### src/rtl/reg_array_pkg.sv
// reg_array_pkg
// Shared definitions for the arbitrated register array: the controller
// state type, the default geometry and a small wrap-around helper used by
// the round-robin search.
package reg_array_pkg;

  // CLEAR zeroes the array after reset; RUN serves requesters.
  typedef enum logic {
    CLEAR = 1'b0,
    RUN   = 1'b1
  } state_t;

  localparam int DEPTH_DEF = 128;
  localparam int WIDTH_DEF = 8;
  localparam int AW_DEF    = $clog2(DEPTH_DEF);

  // (base + off) mod n, valid for base < n and off < n.
  function automatic int wrap_add(int base, int off, int n);
    int s;
    s = base + off;
    return (s >= n) ? (s - n) : s;
  endfunction

endpackage

### src/rtl/reg_array_arb_if.sv
// reg_array_arb_if
// Bundles the requester side of the arbitrated register array.
//   req    : per-requester access request, held until granted
//   we     : per-requester write enable (1 = write, 0 = read)
//   addr   : packed addresses, requester i at [i*AW +: AW]
//   wdata  : packed write data, requester i at [i*WIDTH +: WIDTH]
//   gnt    : one-hot (or zero) grant for the current cycle
//   rvalid : one-cycle pulse marking read data for requester i
//   rdata  : shared read data
//   ready  : high once the clear sequence has finished
// master = requester side, slave = the arbiter.
interface reg_array_arb_if
  import reg_array_pkg::*;
#(
  parameter int NREQ  = 3,
  parameter int AW    = AW_DEF,
  parameter int WIDTH = WIDTH_DEF
) ();

  logic [NREQ-1:0]       req;
  logic [NREQ-1:0]       we;
  logic [NREQ*AW-1:0]    addr;
  logic [NREQ*WIDTH-1:0] wdata;
  logic [NREQ-1:0]       gnt;
  logic [NREQ-1:0]       rvalid;
  logic [WIDTH-1:0]      rdata;
  logic                  ready;

  modport master (
    output req, we, addr, wdata,
    input  gnt, rvalid, rdata, ready
  );

  modport slave (
    input  req, we, addr, wdata,
    output gnt, rvalid, rdata, ready
  );

endinterface

### src/rtl/reg_array.sv
// reg_array
// Single-port DEPTH x WIDTH storage with synchronous write and a
// registered read port.
//   clk, rst : clock and async active-high reset (resets rdata only)
//   we       : write addr with wdata at the rising edge
//   re       : load rdata from addr at the rising edge
//   addr     : word address; words at or above DEPTH are ignored
//   wdata    : write data
//   rdata    : registered read data, holds between reads
module reg_array
  import reg_array_pkg::*;
#(
  parameter int DEPTH = DEPTH_DEF,
  parameter int WIDTH = WIDTH_DEF,
  parameter int AW    = $clog2(DEPTH)
) (
  input  logic             clk,
  input  logic             rst,
  input  logic             we,
  input  logic             re,
  input  logic [AW-1:0]    addr,
  input  logic [WIDTH-1:0] wdata,
  output logic [WIDTH-1:0] rdata
);

  logic [WIDTH-1:0] mem [DEPTH];
  logic             in_range;

  // With a power-of-two depth every address exists; otherwise the top of
  // the address space is a hole where writes drop and reads return zero.
  generate
    if (DEPTH == (1 << AW)) begin : g_full
      assign in_range = 1'b1;
    end else begin : g_partial
      assign in_range = (int'(addr) < DEPTH);
    end
  endgenerate

  always_ff @(posedge clk) begin
    if (we && in_range) begin
      mem[addr] <= wdata;
    end
  end

  always_ff @(posedge clk or posedge rst) begin
    if (rst) begin
      rdata <= '0;
    end else if (re) begin
      rdata <= in_range ? mem[addr] : '0;
    end
  end

endmodule

### src/rtl/reg_array_arb.sv
// reg_array_arb
// Round-robin arbiter in front of a single-port register array. After
// reset the array is walked and zeroed one word per cycle; then NREQ
// requesters share the port, one access per cycle.
//   clk : rising-edge clock
//   rst : async active-high reset, restarts the clear sequence
//   bus : requester bundle (slave side), see reg_array_arb_if
module reg_array_arb
  import reg_array_pkg::*;
#(
  parameter int NREQ  = 3,
  parameter int DEPTH = DEPTH_DEF,
  parameter int WIDTH = WIDTH_DEF
) (
  input  logic            clk,
  input  logic            rst,
  reg_array_arb_if.slave  bus
);

  localparam int AW = $clog2(DEPTH);
  localparam int PW = $clog2(NREQ);

  state_t           state, state_nxt;
  logic [AW-1:0]    clr_cnt;
  logic [PW-1:0]    ptr;
  logic [PW-1:0]    pick_idx;
  logic             pick_any;
  logic             grant_ok;
  logic             mem_we;
  logic             mem_re;
  logic [AW-1:0]    mem_addr;
  logic [WIDTH-1:0] mem_wdata;
  logic [NREQ-1:0]  rd_gnt;

  always_ff @(posedge clk or posedge rst) begin
    if (rst) begin
      state <= CLEAR;
    end else begin
      state <= state_nxt;
    end
  end

  // RUN is entered on the edge that commits the write to the last word.
  always_comb begin
    state_nxt = state;
    if (state == CLEAR && clr_cnt == AW'(DEPTH - 1)) begin
      state_nxt = RUN;
    end
  end

  always_ff @(posedge clk or posedge rst) begin
    if (rst) begin
      clr_cnt <= '0;
    end else if (state == CLEAR) begin
      clr_cnt <= clr_cnt + 1'b1;
    end
  end

  // First asserted request at or after ptr, wrapping around.
  always_comb begin
    pick_any = 1'b0;
    pick_idx = '0;
    for (int k = 0; k < NREQ; k++) begin
      if (!pick_any && bus.req[wrap_add(int'(ptr), k, NREQ)]) begin
        pick_any = 1'b1;
        pick_idx = PW'(wrap_add(int'(ptr), k, NREQ));
      end
    end
  end

  // Memory port is owned by the clear walk in CLEAR and by the granted
  // requester in RUN.
  always_comb begin
    grant_ok  = (state == RUN) && pick_any;
    bus.gnt   = '0;
    bus.ready = (state == RUN);
    mem_we    = 1'b0;
    mem_re    = 1'b0;
    mem_addr  = clr_cnt;
    mem_wdata = '0;
    rd_gnt    = '0;
    if (state == CLEAR) begin
      mem_we = 1'b1;
    end else if (grant_ok) begin
      bus.gnt[pick_idx] = 1'b1;
      mem_addr          = bus.addr[pick_idx*AW +: AW];
      mem_wdata         = bus.wdata[pick_idx*WIDTH +: WIDTH];
      mem_we            = bus.we[pick_idx];
      mem_re            = !bus.we[pick_idx];
      rd_gnt[pick_idx]  = !bus.we[pick_idx];
    end
  end

  always_ff @(posedge clk or posedge rst) begin
    if (rst) begin
      ptr <= '0;
    end else if (grant_ok) begin
      ptr <= (pick_idx == PW'(NREQ - 1)) ? '0 : pick_idx + 1'b1;
    end
  end

  // rvalid lines up with the registered read data of the array.
  always_ff @(posedge clk or posedge rst) begin
    if (rst) begin
      bus.rvalid <= '0;
    end else begin
      bus.rvalid <= rd_gnt;
    end
  end

  reg_array #(
    .DEPTH (DEPTH),
    .WIDTH (WIDTH),
    .AW    (AW)
  ) u_array (
    .clk   (clk),
    .rst   (rst),
    .we    (mem_we),
    .re    (mem_re),
    .addr  (mem_addr),
    .wdata (mem_wdata),
    .rdata (bus.rdata)
  );

endmodule

### src/flat_wrapper.sv
// flat-port wrapper written by rule: the top's interface ports become plain ports
module reg_array_arb_flat import reg_array_pkg::*;
#(
  parameter int NREQ  = 3,
  parameter int DEPTH = DEPTH_DEF,
  parameter int WIDTH = WIDTH_DEF
)
  (clk, rst, bus_req, bus_we, bus_addr, bus_wdata, bus_gnt, bus_rvalid, bus_rdata, bus_ready);
  reg_array_arb_if #(.NREQ(NREQ), .AW((AW_DEF)), .WIDTH(WIDTH)) bus_i ();
  input  logic clk;
  input  logic rst;
  input wire logic [$bits(bus_i.req)-1:0] bus_req;
  input wire logic [$bits(bus_i.we)-1:0] bus_we;
  input wire logic [$bits(bus_i.addr)-1:0] bus_addr;
  input wire logic [$bits(bus_i.wdata)-1:0] bus_wdata;
  output wire logic [$bits(bus_i.gnt)-1:0] bus_gnt;
  output wire logic [$bits(bus_i.rvalid)-1:0] bus_rvalid;
  output wire logic [$bits(bus_i.rdata)-1:0] bus_rdata;
  output wire logic [$bits(bus_i.ready)-1:0] bus_ready;
  assign bus_i.req = bus_req;
  assign bus_i.we = bus_we;
  assign bus_i.addr = bus_addr;
  assign bus_i.wdata = bus_wdata;
  assign bus_gnt = bus_i.gnt;
  assign bus_rvalid = bus_i.rvalid;
  assign bus_rdata = bus_i.rdata;
  assign bus_ready = bus_i.ready;
  reg_array_arb #(.NREQ(NREQ), .DEPTH(DEPTH), .WIDTH(WIDTH)) u_core (.clk(clk), .rst(rst), .bus(bus_i));
endmodule
### config.mk
export PLATFORM = sky130hd
export DESIGN_NAME = reg_array_arb_flat
export DESIGN_NICKNAME = d
export VERILOG_FILES = /design/src/rtl/reg_array_pkg.sv /design/src/rtl/reg_array_arb_if.sv /design/src/rtl/reg_array.sv /design/src/rtl/reg_array_arb.sv /design/src/flat_wrapper.sv
export SDC_FILE = /design/constraint.sdc
export NUM_CORES = 1
export LEC_CHECK = 0
export ABC_AREA = 0
export BUFFER_PORTS_ARGS = -buffer_cell sky130_fd_sc_hd__buf_2
export CAP_MARGIN = 25
export CORE_UTILIZATION = 35
export DETAILED_ROUTE_END_ITERATION = 10
export GPL_TIMING_DRIVEN = 1
export PLACE_DENSITY_LB_ADDON = 0.08
export SLEW_MARGIN = 20
export SYNTH_ARGS = -nofsm -noshare
export SYNTH_HDL_FRONTEND = slang
export SYNTH_SLANG_ARGS = --single-unit
### constraint.sdc
create_clock -name clk -period 5.6 [get_ports clk]
set_input_delay 0.84 -clock clk [delete_from_list [all_inputs] [get_ports clk]]
set_output_delay 0.84 -clock clk [all_outputs]
set_load 0.01 [all_outputs]
==> After elaboration in Yosys (flattened, before gate mapping) <==
Memory sizes are Yosys's and may differ from the RTL's. A register that Yosys moved wholly into a read port is not among the register bits.
Index checks and enable logic that the tools add are counted.
{ "totals": {"regBits": 13, "mem_bits_rw": 1024, "in_bits": 53, "out_inout_bits": 15, "word_cells": 72, "memories": 1} }
{ "memory_table": {"columns": ["name", "depth", "word_bits", "read_ports", "rd_clocked_by_memory_dff", "write_ports", "line", "text"], "rows": [
  ["u_core.u_array.mem", 128, 8, 1, 1, 1, "reg_array.sv:26", "logic [WIDTH-1:0] mem [DEPTH];"]
]} }
{ "classes": {"add_sub_neg": 7, "n_mul": 1, "order_cmp": 8, "n_eq_ne": 2, "n_shift": 2, "n_mux": 37, "n_bitwise": 2, "n_reduce_logical": 8} }
{ "ops": {"columns": ["op", "n"], "rows": [
  ["less-than comparator 32 x 4 -> 1 bit (second input constant)", 3],
  ["two-way mux 32 bit", 3],
  [">= comparator 32 x 3 -> 1 bit (second input constant)", 2],
  ["subtractor 32 x 3 -> 32 bit (second input constant)", 2],
  ["indexed part select 24 x 6 -> 8 bit", 1],
  ["indexed part select 21 x 6 -> 7 bit", 1],
  ["two-way mux 1 bit", 17],
  ["two-way mux 8 bit", 2],
  ["two-way mux 7 bit", 2],
  ["two-way mux 3 bit", 4],
  ["binary-select mux 1 bit (select 2 bit)", 4],
  ["two-way mux 2 bit", 4],
  ["adder 7 x 1 -> 7 bit (second input constant)", 1],
  ["equality test 7 bit (second input constant)", 1],
  ["logical AND 1 bit", 5],
  ["multiplier 2 x 3 -> 5 bit (second input constant)", 1],
  ["adder 2 x 1 -> 3 bit (second input constant)", 1],
  ["adder 2 x 2 -> 3 bit (second input constant)", 1],
  ["bitwise AND 3 bit", 1],
  ["logical NOT 1 bit", 3],
  ["less-than comparator 2 x 3 -> 1 bit (second input constant)", 1],
  ["subtractor 2 x 2 -> 3 bit (second input constant)", 1],
  ["adder 2 x 1 -> 2 bit (second input constant)", 1],
  ["demux 1 bit (select 2 bit)", 1],
  ["4 further kinds", 4]
]} }

==> Longest topological paths before layout <==
{ "logic_depth": {"ltp_word": 19, "mapped_depth": 21, "depth_no_buf": 15} }

==> Hierarchy <==
From an unflattened synthesis, not the netlist that was laid out.
{ "hier_totals": {"cells_unflattened": 2393, "area_unflattened_um2": 42102.9} }
{ "modules_own_cells": {"columns": ["mod", "instances", "cells_each", "area_per_inst_um2", "seq_area_each_um2"], "rows": [
  ["reg_array", 1, 2263, 40918.0, 30949.7],
  ["reg_array_arb", 1, 130, 1184.9, 325.3]
]} }

==> Worst setup path after synthesis <==
Ideal clock, no wire load.
{ "synth_path": {"path_kind": "reg2reg", "from": "register u_core.ptr[0]", "to": "memory u_core.u_array.mem[0][0] (netlist bit), data pin", "setup_time_ps": 796, "arrival_ps": 5247, "required_ps": 4804, "slack_ps": -443, "path_stages_with_launch": 14, "n_path_buf": 3, "period_less_slack_ps": 6043, "path_cell_list": "dfrtp_1 > inv_1 > ha_1 > buf_6 > mux2i_2 > o22ai_2 > o21bai_2 > and2_1 > buf_4 > clkbuf_1 > nand2_1 > a21oi_1 > a21oi_1 > nor2_1"} }
{ "synth_via": {"elab_chain_cells": 15, "word_cells_on_any_way": 34, "cone_classes": "5 x add/sub; 3 x order compare; 1 x shift; 20 x mux; 5 x reduce/logical"} }
{ "synth_lines": {"columns": ["element", "line", "text"], "rows": [
  ["from (decl)", "reg_array_arb.sv:25", "logic [PW-1:0] ptr;"],
  ["from (signal assigned)", "reg_array_arb.sv:98", "ptr <= (pick_idx == PW'(NREQ - 1)) ? '0 : pick_idx + 1'b1;"],
  ["branches (longest 13 deep; another with subtractor 32 x 3 -> 32 bit)", null, null],
  ["two-way mux 8 bit *", "reg_array_arb.sv:84", "end else if (grant_ok) begin"],
  ["two-way mux 8 bit *", "reg_array_arb.sv:82", "if (state == CLEAR) begin"],
  ["net u_core.mem_wdata[0]", "reg_array_arb.sv:32", "logic [WIDTH-1:0] mem_wdata;"],
  ["to (decl)", "reg_array.sv:26", null]
]} }
Mark *: on every way through the listed nets, which the timed path passes. The select of a mux whose other input is x is not followed.

==> Final worst setup path <==
{ "layout_path": {"from": "register u_core.ptr[1]", "to": "register u_core.u_array.rdata[3], read port of u_core.u_array.mem"} }
{ "layout_via": {"elab_chain_cells": 17, "word_cells_on_any_way": 40, "cone_classes": "5 x add/sub; 1 x mul; 3 x order compare; 1 x shift; 24 x mux; 6 x reduce/logical"} }
{ "layout_lines": {"columns": ["element", "line", "text"], "rows": [
  ["branches (longest 17 deep; another with subtractor 32 x 3 -> 32 bit)", null, null],
  ["to (decl)", "reg_array.sv:23", "output logic [WIDTH-1:0] rdata"]
]} }
Parallel ways; which one is timed is not known. The select of a mux whose other input is x is not followed.
A chain may end at the register's enable or synchronous reset.

==> run metrics <==
clock-pin slew on the worst setup and hold paths=0.06 ns; CTS Buffer Depth=3; largest net degree at the start of global routing=129; ys async rst share=2.01%; Sequential Power Share=53.2%; switch share=slightly below 20%; DRT Pass-1 Iters=8; max incr delay on CP=0.81 ns; total grt overflow=0; DIE WIDTH=346 um; Clock power frac=46.2%; min-delay worst type=primary input to asynchronous set/reset pin; Synth Net Count=2805; fin. max-slew vios=0; worst setup margin=roughly 0.23 ns; RSZ-0062 raised after global routing=no; routability cong.=0.880; final instance area=48600 um^2; first-pass GRT wire length=189000 um; Starting DRT DRC Count=2433; dpl ws=0.0976 ns; vias per cell=5.52; area growth from synthesis to layout=17.5%; fin nets=3050; antenna-violating nets left=0; WP data required=6.15 ns; TritonCTS Buffers=112; clock sink total=1045; Pleak=14.6 nW; Cell Area, Synth=between 40000 and 50000 um^2; core area=~120000 um^2; highest clock rate=0.186 GHz; status=complete, no violations; endpoints failing hold=0; depth of the CTS H-tree=3; highest-count cells in the layout ignoring fill and taps=edfxtp_1 (1024), nand2_1 (443), a21oi_1 (221), buf_4 (201), nor2_1 (156); CTS Hold Bufs=0; Slew HR=27.4%; final setup fails=0; detailed placer's ending HPWL=~84000 um; crit share post-route=95.9%; die area=~120000 um^2; CP Max Fanout=30; diode count=0; post-placement cell count=4401; average cell area after synthesis=15.0 um^2; combinational share of power=0.5%; DRC=0; IO Pins=between 60 and 70; Routed Wire Length=132000 um; WL/cell=28.7 um; Peak VDD IR=0.000246 V; number of port buffers=between 60 and 70; CTS tree=built; post-placement cell area=44900 um^2; most common cell after layout, fill and taps aside=edfxtp_1; sum of negative setup slack=0 ns; Clock Latency Late Sink=0.71 ns; Min Hold Slack=about 0.22 ns; Post-synth EDFFs=1024; vias in the first global route=25200; post-synthesis sequential area ratio=75.7%; startpoint types=register; Clock Tree Root=clkbuf_16; Synth Register Bits=1045; Max Cap Violations=0; Synthesis Warnings=0; Worst Path Arrival=5.92 ns; Worst Tran Pin Value=1.09 ns; height of the die=346 um; minimum clock period=about 5.4 ns; antenna violations before repair=4; Yosys cell types=84; Psw=3.13 mW; Clock Skews=approximately 0.031 ns; critical path type=register to register; Vias=25400; Pwr Total=about 16 mW; CP cell instances=inv_1 > ha_1 > mux2i_1 > o21ai_2 > nor3_2 > and2b_1 > nand2_1 > o211a_1 > or2_4 > a21oi_1 > a2111oi_0 > nor2_1 > o31ai_1 > a31oi_1; pwr dens=327 nW/um^2; Initial Util=35.4%; all-layer global routing usage=21.9%; Syn Inst Count=2747; share of layout cells above drive strength 1=17.0%; fin util=between 40% and 50%; Primary FF master, synth=edfxtp_1; site row count=125; Non-Filler Instances=4603; crit end category=register; CP max-delay cell=a2111oi_0; Pint=~13 mW
-- worst max-delay path: cells and delay by family (launching register included) --
family	cells	cell delay, ns
flops	1	0.41
buf+inv	1	0.10
mux	1	0.35
compound gates	6	2.39
fa+ha+maj	1	0.35
simple gates	5	1.59
-- path summary, 6_finish.rpt --
| kind | cells after the start | startpoint | slack [ns] | endpoint |
|---|---|---|---|---|
| max | 14 | u_core.ptr[1]$_DFFE_PP0N_ | 0.23 | u_core.u_array.rdata[3]$_DFFE_PP0P_ |
| min | 3 | rst | 0.22 | u_core.u_array.rdata[4]$_DFFE_PP0P_ |
| max reg2reg | 14 | u_core.ptr[1]$_DFFE_PP0N_ | 0.23 | u_core.u_array.rdata[3]$_DFFE_PP0P_ |
| min reg2reg | 1 | u_core.clr_cnt[5]$_DFFE_PP0N_ | 0.51 | u_core.clr_cnt[5]$_DFFE_PP0N_ |
| max in group asynchronous | 3 | rst | 5.06 | u_core.ptr[0]$_DFFE_PP0N_ |
| min in group clk | 2 | bus_we[0] | 0.35 | u_core.bus.rvalid[0]$_DFF_PP0_ |
-- registers in the layout (all words and copies together), names as in the netlist --
register,count
u_core.u_array.mem,1024
u_core.bus.ready,1
u_core.bus.rvalid,3
u_core.u_array.rdata,8
u_core.clr_cnt,7
u_core.ptr,2
-- power groups by stage --
stage          sequential [mW]  combinational (mW)  clock, mW
2_1_floorplan             8.62              0.0422          0
3_3_place_gp              8.62              0.0796          0
3_5_place_dp              8.62              0.0812          0
4_1_cts                   8.45              0.0816       7.49
5_1_grt                   8.45              0.0891       7.76
6_report                  8.45              0.0819       7.34
-- logic make-up after synthesis --
logic type / after synthesis / share of synthesized area, %
and+or+nand+nor: 723 / 7.25
AOI/OAI and AO/OA: 622 / 10.3
buffers and inverters: 177 / 2.35
muxes: 169 / 4.16
adders and majority gates: 5 / 0.151
DFF: 1045 / 75.7
xor gates and xnor gates: 6 / 0.127
-- repair_timing --
action | CTS | global route
buffers inserted | 0 | 0
setup endpoints to repair | 0 | 2
resized for setup | 0 | 4
-- metal layers --
| metal | track usage [%] | wire (um) |
|---|---|---|
| met2 | 35.2 | 62400 |
| met3 | 2.73 | 7510 |
| met4 | 5.37 | 2670 |
| met5 | 0 | 0 |
| met1 | 31.5 | 59700 |
-- synth_stat cells (all sizes together) (4+ instances only) --
master | count | area, um^2
edfxtp | 1024 | 30700
nand2 | 444 | 1670
a21oi | 222 | 1110
nor2 | 168 | 641
mux2i | 152 | 1530
buf | 123 | 769
o22ai | 79 | 500
a221oi | 62 | 556
o21ai | 51 | 259
clkbuf | 48 | 180
a222oi | 45 | 450
nor4 | 32 | 200
a22oi | 30 | 225
nor3 | 22 | 120
dfrtp | 21 | 526
a31oi | 20 | 131
nand3 | 19 | 95.1
mux2 | 17 | 195
a221o | 12 | 120
a22o | 12 | 105
o211ai | 12 | 90.1
a211oi | 11 | 108
o21a | 9 | 68.8
o31ai | 9 | 81.3
and3 | 8 | 50.1
inv | 6 | 22.5
o221ai | 6 | 52.6
a21o | 5 | 37.5
ha | 5 | 62.6
nand2b | 5 | 31.3
o2bb2ai | 5 | 43.8
a2111oi | 4 | 42.5
a41oi | 4 | 35.0
and2 | 4 | 27.5
nor2b | 4 | 25.0
o2111ai | 4 | 35.0
o311a | 4 | 41.3
or2 | 4 | 25.0
-- final cells by class --
cell class | instances | area [um^2]
Clock inverter | 71 | 708
Inverter | 6 | 22.5
Multi-Input combinational cell | 1525 | 9210
Clock buffer | 130 | 2910
Sequential cell | 1045 | 31300
Timing Repair Buffer | 302 | 2520
Tap cell | 1524 | 1910
Fill cell | 10600 | 68100
Note: power is estimated with default switching activity, not from simulation.
